[config.mk]
export PLATFORM = sky130hd
export DESIGN_NAME = z80_mem_responder
export DESIGN_NICKNAME = d
export VERILOG_FILES = /design/src/rtl/z80_pkg.sv /design/src/rtl/z80_wait_ctr.sv /design/src/rtl/z80_mem_responder.sv
export SDC_FILE = /design/constraint.sdc
export NUM_CORES = 1
export LEC_CHECK = 0
export BUFFER_PORTS_ARGS = -buffer_cell sky130_fd_sc_hd__buf_2
export CELL_PAD_IN_SITES_DETAIL_PLACEMENT = 0
export CELL_PAD_IN_SITES_GLOBAL_PLACEMENT = 2
export CORE_MARGIN = 3
export CORE_UTILIZATION = 25
export CTS_CLUSTER_SIZE = 12
export DETAILED_ROUTE_END_ITERATION = 12
export PLACE_DENSITY_LB_ADDON = 0.1
export SYNTH_ARGS = -nofsm -noshare
export SYNTH_HDL_FRONTEND = slang
export SYNTH_SLANG_ARGS = --single-unit
[constraint.sdc]
create_clock -name clk -period 2 [get_ports clk]
set_input_delay 0.1 -clock clk [delete_from_list [all_inputs] [get_ports clk]]
set_output_delay 0.1 -clock clk [all_outputs]
set_load 0.02 [all_outputs]
[src/rtl/z80_pkg.sv]
// Shared types for the Z80 memory responder: FSM state encoding and wait-counter width.
package z80_pkg;

    localparam int WAIT_CTR_W = 4;

    typedef logic [WAIT_CTR_W-1:0] wait_cnt_t;

    typedef enum logic [2:0] {
        ST_IDLE     = 3'd0,
        ST_RD_ISSUE = 3'd1,
        ST_RD_WAIT  = 3'd2,
        ST_RD_DRIVE = 3'd3,
        ST_WR_ISSUE = 3'd4,
        ST_WR_WAIT  = 3'd5,
        ST_WR_HOLD  = 3'd6
    } mem_resp_state_t;

endpackage

[src/rtl/z80_wait_ctr.sv]
// Wait-state countdown: loads a cycle count, decrements to zero and stops there.
module z80_wait_ctr
    import z80_pkg::*;
(
    input  logic      clk,
    input  logic      rst_L,
    input  logic      load,
    input  logic      clear,
    input  wait_cnt_t load_val,
    output wait_cnt_t count,
    output logic      zero
);

    wait_cnt_t count_reg;

    always_ff @(posedge clk or negedge rst_L) begin
        if (!rst_L) begin
            count_reg <= '0;
        end else if (clear) begin
            count_reg <= '0;
        end else if (load) begin
            count_reg <= load_val;
        end else if (count_reg != '0) begin
            count_reg <= count_reg - 1'b1;
        end
    end

    assign count = count_reg;
    assign zero  = (count_reg == '0);

endmodule

[src/rtl/z80_mem_responder.sv]
// Z80 bus slave that turns MREQ/RD/WR cycles into single-cycle RAM strobes,
// stretching the CPU with WAIT_L and driving registered read data back.
module z80_mem_responder
    import z80_pkg::*;
#(
    parameter int WAIT_STATES = 1
) (
    input  logic        clk,
    input  logic        rst_L,
    input  logic        MREQ_L,
    input  logic        RD_L,
    input  logic        WR_L,
    input  logic        RFSH_L,
    input  logic [15:0] addr,
    input  logic [7:0]  data_in,
    output logic [7:0]  data_out,
    output logic        data_oe,
    output logic        WAIT_L,
    output logic [15:0] mem_addr,
    output logic [7:0]  mem_wdata,
    output logic        mem_re,
    output logic        mem_we,
    input  logic [7:0]  mem_rdata,
    output logic        bus_err
);

    localparam wait_cnt_t WS_LOAD = wait_cnt_t'(WAIT_STATES);

    mem_resp_state_t state_reg, state_next;
    logic            armed_reg;
    logic            rd_cap_reg;
    logic            wait_l_reg, wait_l_next;
    logic            data_oe_reg;
    logic [7:0]      data_out_reg;
    logic [15:0]     mem_addr_reg;
    logic [7:0]      mem_wdata_reg;
    logic            mem_re_reg, mem_we_reg, bus_err_reg;

    logic      accept_rd, accept_wr, flag_err;
    logic      cpu_rd, cpu_wr, cpu_err, strobes_idle, rd_live, wr_live;
    logic      ctr_load, ctr_clear, ctr_zero, ctr_last, in_countdown;
    wait_cnt_t ctr_count;

    assign cpu_rd       = !MREQ_L && !RD_L &&  WR_L && RFSH_L;
    assign cpu_wr       = !MREQ_L && !WR_L &&  RD_L && RFSH_L;
    assign cpu_err      = !MREQ_L && !RD_L && !WR_L && RFSH_L;
    assign strobes_idle = MREQ_L || (RD_L && WR_L);
    assign rd_live      = !MREQ_L && !RD_L;
    assign wr_live      = !MREQ_L && !WR_L;

    // Count still shows the pre-edge value, so <=1 means "zero after this edge".
    assign ctr_last     = ctr_zero || (ctr_count == wait_cnt_t'(1));
    assign in_countdown = (state_reg == ST_RD_ISSUE) || (state_reg == ST_RD_WAIT) ||
                          (state_reg == ST_WR_ISSUE) || (state_reg == ST_WR_WAIT);

    always_comb begin
        state_next = state_reg;
        accept_rd  = 1'b0;
        accept_wr  = 1'b0;
        flag_err   = 1'b0;
        case (state_reg)
            ST_IDLE: begin
                if (armed_reg) begin
                    if (cpu_rd) begin
                        state_next = ST_RD_ISSUE;
                        accept_rd  = 1'b1;
                    end else if (cpu_wr) begin
                        state_next = ST_WR_ISSUE;
                        accept_wr  = 1'b1;
                    end else if (cpu_err) begin
                        flag_err   = 1'b1;
                    end
                end
            end
            ST_RD_ISSUE: state_next = rd_live ? ST_RD_WAIT : ST_IDLE;
            ST_RD_WAIT: begin
                if (!rd_live)      state_next = ST_IDLE;
                else if (ctr_last) state_next = ST_RD_DRIVE;
            end
            ST_RD_DRIVE: if (!rd_live) state_next = ST_IDLE;
            ST_WR_ISSUE, ST_WR_WAIT: begin
                if (!wr_live)      state_next = ST_IDLE;
                else if (ctr_last) state_next = ST_WR_HOLD;
                else               state_next = ST_WR_WAIT;
            end
            ST_WR_HOLD: if (!wr_live) state_next = ST_IDLE;
            default: state_next = ST_IDLE;
        endcase
    end

    always_comb begin
        wait_l_next = 1'b1;
        if (accept_rd || accept_wr) begin
            wait_l_next = (WS_LOAD == '0);
        end else if (in_countdown && state_next != ST_IDLE) begin
            wait_l_next = ctr_last;
        end
    end

    assign ctr_load  = accept_rd || accept_wr;
    assign ctr_clear = (state_reg != ST_IDLE) && (state_next == ST_IDLE);

    z80_wait_ctr u_wait_ctr (
        .clk      (clk),
        .rst_L    (rst_L),
        .load     (ctr_load),
        .clear    (ctr_clear),
        .load_val (WS_LOAD),
        .count    (ctr_count),
        .zero     (ctr_zero)
    );

    always_ff @(posedge clk or negedge rst_L) begin
        if (!rst_L) begin
            state_reg     <= ST_IDLE;
            armed_reg     <= 1'b0;
            rd_cap_reg    <= 1'b0;
            wait_l_reg    <= 1'b1;
            data_oe_reg   <= 1'b0;
            data_out_reg  <= '0;
            mem_addr_reg  <= '0;
            mem_wdata_reg <= '0;
            mem_re_reg    <= 1'b0;
            mem_we_reg    <= 1'b0;
            bus_err_reg   <= 1'b0;
        end else begin
            state_reg   <= state_next;
            wait_l_reg  <= wait_l_next;
            data_oe_reg <= (state_next == ST_RD_DRIVE);
            mem_re_reg  <= accept_rd;
            mem_we_reg  <= accept_wr;
            bus_err_reg <= flag_err;
            // RAM data is valid only in the cycle after mem_re: the first RD_WAIT edge.
            rd_cap_reg  <= (state_reg == ST_RD_ISSUE);
            if (state_reg == ST_RD_WAIT && rd_cap_reg) begin
                data_out_reg <= mem_rdata;
            end
            if (accept_rd || accept_wr) begin
                mem_addr_reg <= addr;
            end
            if (accept_wr) begin
                mem_wdata_reg <= data_in;
            end
            // Re-arm only after an idle cycle with strobes released, so held strobes never re-trigger.
            if (accept_rd || accept_wr || flag_err) begin
                armed_reg <= 1'b0;
            end else if (state_reg == ST_IDLE && strobes_idle) begin
                armed_reg <= 1'b1;
            end
        end
    end

    assign data_out  = data_out_reg;
    assign data_oe   = data_oe_reg;
    assign WAIT_L    = wait_l_reg;
    assign mem_addr  = mem_addr_reg;
    assign mem_wdata = mem_wdata_reg;
    assign mem_re    = mem_re_reg;
    assign mem_we    = mem_we_reg;
    assign bus_err   = bus_err_reg;

endmodule

* Word-level counts from Yosys, hierarchy flattened
Cells that the tools add are included.
** Storage, ports and cells
- Bits in registers :: 46
- Logic and storage cells :: 83
- Input bits :: 38
- Output and inout bits :: 37
** Cells by class
- Add/sub/neg operators :: 1
- Muxes and demuxes :: 30
- Reductions and logical operators :: 32
- Eq/ne operators :: 8
** Operators by type and width (number)
- two-way mux 3 bit :: 8
- one-hot mux 3 bit (6 select lines) :: 1
- two-way mux 1 bit :: 16
- logical AND 1 bit :: 13
- two-way mux 4 bit :: 3
- == test 3 x 2 -> 1 bit (second input constant) :: 3
- == test 3 bit (second input constant) :: 3
- nonzero test 3 bit :: 3
- logical OR 1 bit :: 7
- logical NOT 3 bit :: 2
- == test 4 x 1 -> 1 bit (second input constant) :: 1
- logical NOT 4 bit :: 1
- two-way mux 2 bit :: 2
- nonzero test 4 bit :: 1
- subtractor 4 x 1 -> 4 bit (second input constant) :: 1
- == test 3 x 1 -> 1 bit (second input constant) :: 1
- logical NOT 1 bit :: 3
- nonzero test 2 bit :: 1
- OR reduction 2 bit :: 1

* Longest topological paths before layout
- Depth in word-level cells :: 12
- Mapped depth :: 7
- Mapped depth without buffers :: 6

* Hierarchy
A second synthesis with hierarchy kept.
** Second synthesis, totals
- Cells, all modules :: 153
- Area, all modules :: 2010.7 um^2
** Modules (own cells, without submodules)
- z80_mem_responder :: area each 1741.7 um^2, seq. area each 1052.3 um^2, times used 1, cells an instance 124
- z80_wait_ctr :: area each 269.0 um^2, seq. area each 100.1 um^2, times used 1, cells an instance 29

* Worst setup path after synthesis
OpenSTA, ideal clock, no wires.
- Path kind :: reg-to-reg
- From :: register state_reg[2]
- To :: register mem_addr_reg[10] (netlist: mem_addr[10])
- Buffers on the path :: 3
- Arrival :: 1.477 ns
- Clock period less this slack :: 1.602 ns
- Cell stages (with the launch flop) :: 7
- Slack :: 0.398 ns
- Library setup time :: 0.125 ns
- Required time :: 1.875 ns
- Cell sequence :: dfrtp_1 > buf_6 > nor3_4 > and4b_1 > buf_6 > buf_12 > mux2_4
** Between the ends
- Longest elaborated chain between the ends :: 3
- Elaborated cells between the ends (all ways) :: 4
- Classes of those cells :: mux: 2; reduce/logical: 2
** RTL lines
- from (decl) :: RTL line z80_mem_responder.sv:29 : mem_resp_state_t state_reg, state_next;
- from (signal assigned) :: RTL line z80_mem_responder.sv:127 : state_reg <= state_next;
- logical NOT 3 bit * :: RTL line z80_mem_responder.sv:61 : case (state_reg)
- two-way mux 1 bit :: RTL line z80_mem_responder.sv:61
- logical OR 1 bit * :: RTL line z80_mem_responder.sv:138 : if (accept_rd || accept_wr) begin
- to (signal assigned) :: RTL line z80_mem_responder.sv:139 : mem_addr_reg <= addr;
- to (decl) :: RTL line z80_mem_responder.sv:35 : logic [15:0] mem_addr_reg;
Mark *: on every way between the ends. The rest lies on a longest branch, timed or not.
A chain may end at the register's enable or synchronous reset.

* Worst setup path after layout
- From :: register state_reg[1]
- To :: register mem_addr_reg[2] (netlist: mem_addr[2])
The elaborated chain is that of the path after synthesis.

==> reports/metrics.cfg <==
[outcome]
status = complete, no violations

[layout]
instances_no_fill = 327
areaGrowthSynthToFinish_pct = 28.5
final_common_cell = buf_2
seq_area_um2 = 1150
final_util_pct = 33.2
drive_gt1_share_pct = 55.6
fillers = 801
multi_input_area_um2 = 776
antenna_cells = 0
largest_reg_flops = 16
nets = 265
stdcell_area_um2 = 2580
final_cell_mix = buf_2, dfrtp_1, mux2_2, nor2_1, mux2_4

[critical_path]
startpoint_type = flop
cpPeakStageDelay_ns = 0.52
required_ns = 2.19
crit_chain = nor3_4 -> and4b_1 -> buf_4 -> mux2_2
crit_path_end_kind = flop
critical_path.max_fanout = 11
critical_path_arrival_ns = 1.91
worstSetupPathType = flop to flop
slowest_stage = dfrtp_1

[floorplanning]
initial_core_util_pct = 25.9
fp.dieArea_um2 = 9140
fp-row-count = 32
die_x_um = 95.6
core_area_um2 = 7770
io_pins = 75
die_y_um = 95.6

[place]
port_buffers = 74
dpl_cell_area_um2 = 2480
hpwl_mm = 3.38
dp.cells = 318
pre_cts_ws_ns = 0.260
gp_congestion = 0.785

[synthesis]
syn_nets = 186
synth_edf_count = 0
ys.flop_type = dfrtp_1
synth_cell_types = 38
ys_seq_area_share_pct = 57.4
avgSynthCellArea_um2 = 13.8
synth_area_um2 = 2010
synthArstFlopShare_pct = 100
synth_seq_cells = 46
netlist_instances = 145
yosysWarnings = 0

[detailed_routing]
vias_per_cell = 4.22
post_drt_wl_per_cell_um = 13.3
wirelength_mm = 4.36
dr.pass1.iters = 4
drc = 0
drtAntennaViolNets = 0
vias = 1380
drt_iter0_drc = 14

[grt]
grt_pass1_wl_mm = 6.65
first_global_vias = 1315
grt_max_degree = 25
track_usage_pct = 9.63
antenna_found_initial = 0
globalRouteOverflowTotal = 0

[sta]
rsz0062_at_grt = no
fin_tns_setup_ns = 0
relSlewSlack_pct = 61.8
clock.fmax_mhz = 580
timing.hold.ws_ns = 0.0241
fin_crit_ns = 1.72
tightestPinTransition_ns = 0.574
setup_ws_ns = 0.275
finalMaxSlewViolations = 0
hold_viol_final = 0
skew_ns = 0.00829
setup_violations = 0
fin_crit_sh_pct = 86.2

[power]
power_density_nw_per_um2 = 1130
finalPower_mw = 2.92
p_leak_nw = 1.31
max-vdd-ir-drop_v = 0.000358

[clock_network]
clock_latency_ns = 0.30
cts_buffer_depth = 2
cts-htree-levels = 2
cts_tree = built
numCtsBuffers = 5
clock-root-buffer = clkbuf_8
cts_num_sinks = 46
clk_pin_slew_ns = 0.09

[run]
cap_violations = 0

[worst_hold_path]
min_path_type = input port to flop

## worst max-delay path, delay by kind of cell, from the launching register on
family / cells / cell delay, ns
muxes: 1 / 0.35
DFF: 1 / 0.52
buffers and inverters: 1 / 0.20
and+or+nand+nor: 2 / 0.55
## area by class of cell
cell class                      count  share of cell area (%)
Clock buffer                        5                    2.67
Clock inverter                      3                   0.824
Inverter                            3                   0.436
Multi-Input combinational cell     89                    30.1
Sequential cell                    46                    44.7
Tap cell                          102                    4.95
Timing Repair Buffer               79                    16.4
## repair_timing
item,CTS,global route
hold buffers,1,0
hold endpoints to repair,21,0
setup buffers,0,0
gates resized for setup,0,0
## final timing paths
| kind | from | end | slack (ns) | cells past startpoint |
|---|---|---|---|---|
| setup / recovery | state_reg[1]$_DFF_PN0_ | mem_addr[2]$_DFFE_PN0P_ | 0.28 | 4 |
| hold / removal | data_in[1] | mem_wdata[1]$_DFFE_PN0P_ | 0.02 | 2 |
| setup reg to reg | state_reg[1]$_DFF_PN0_ | mem_addr[2]$_DFFE_PN0P_ | 0.28 | 4 |
| hold reg to reg | armed_reg$_DFFE_PN0P_ | armed_reg$_DFFE_PN0P_ | 0.50 | 1 |
| max in group asynchronous | rst_L | mem_addr[10]$_DFFE_PN0P_ | 1.14 | 3 |
| min in group asynchronous | rst_L | mem_addr[11]$_DFFE_PN0P_ | 0.33 | 2 |
## cells by family after synthesis
group | after synthesis | share of synthesized area [%]
AO/OA/AOI/OAI | 14 | 5.05
XOR/XNOR | 2 | 0.872
adder cells (fa/ha/maj) | 3 | 1.87
buffers and inverters | 10 | 3.99
flip-flops | 46 | 57.4
multiplexers | 32 | 19.4
AND/OR/NAND/NOR | 38 | 11.4
## synth_stat cells (2+ instances only)
cell,n,area [um^2]
nor3b_1,2,15.0
dfrtp_1,45,1130
buf_2,3,15.0
nor3_1,4,20.0
mux2_2,24,270
buf_6,3,33.8
nand2b_1,3,18.8
ha_1,3,37.5
nand2_1,4,15.0
mux2_4,8,120
inv_1,3,11.3
a21oi_1,5,25.0
a31oi_1,2,12.5
nor2_1,11,41.3
or3_1,2,12.5
## power by group
group | switching, mW | internal (mW) | total, mW
Sequential | 0.125 | 1.17 | 1.29
Combinational | 0.575 | 0.485 | 1.06
Clock | 0.326 | 0.246 | 0.572
Total | 1.03 | 1.90 | 2.92
## layer usage
layer  vias up  global-route usage, %  wire length (um)
li1        666                      -                 -
met1       659                   13.3              1990
met4         0                   3.55                57
met3         5                   3.08               334
met5         -                      0                 0
met2        50                   14.0              1980
Note: power is estimated with default switching activity, not from simulation.
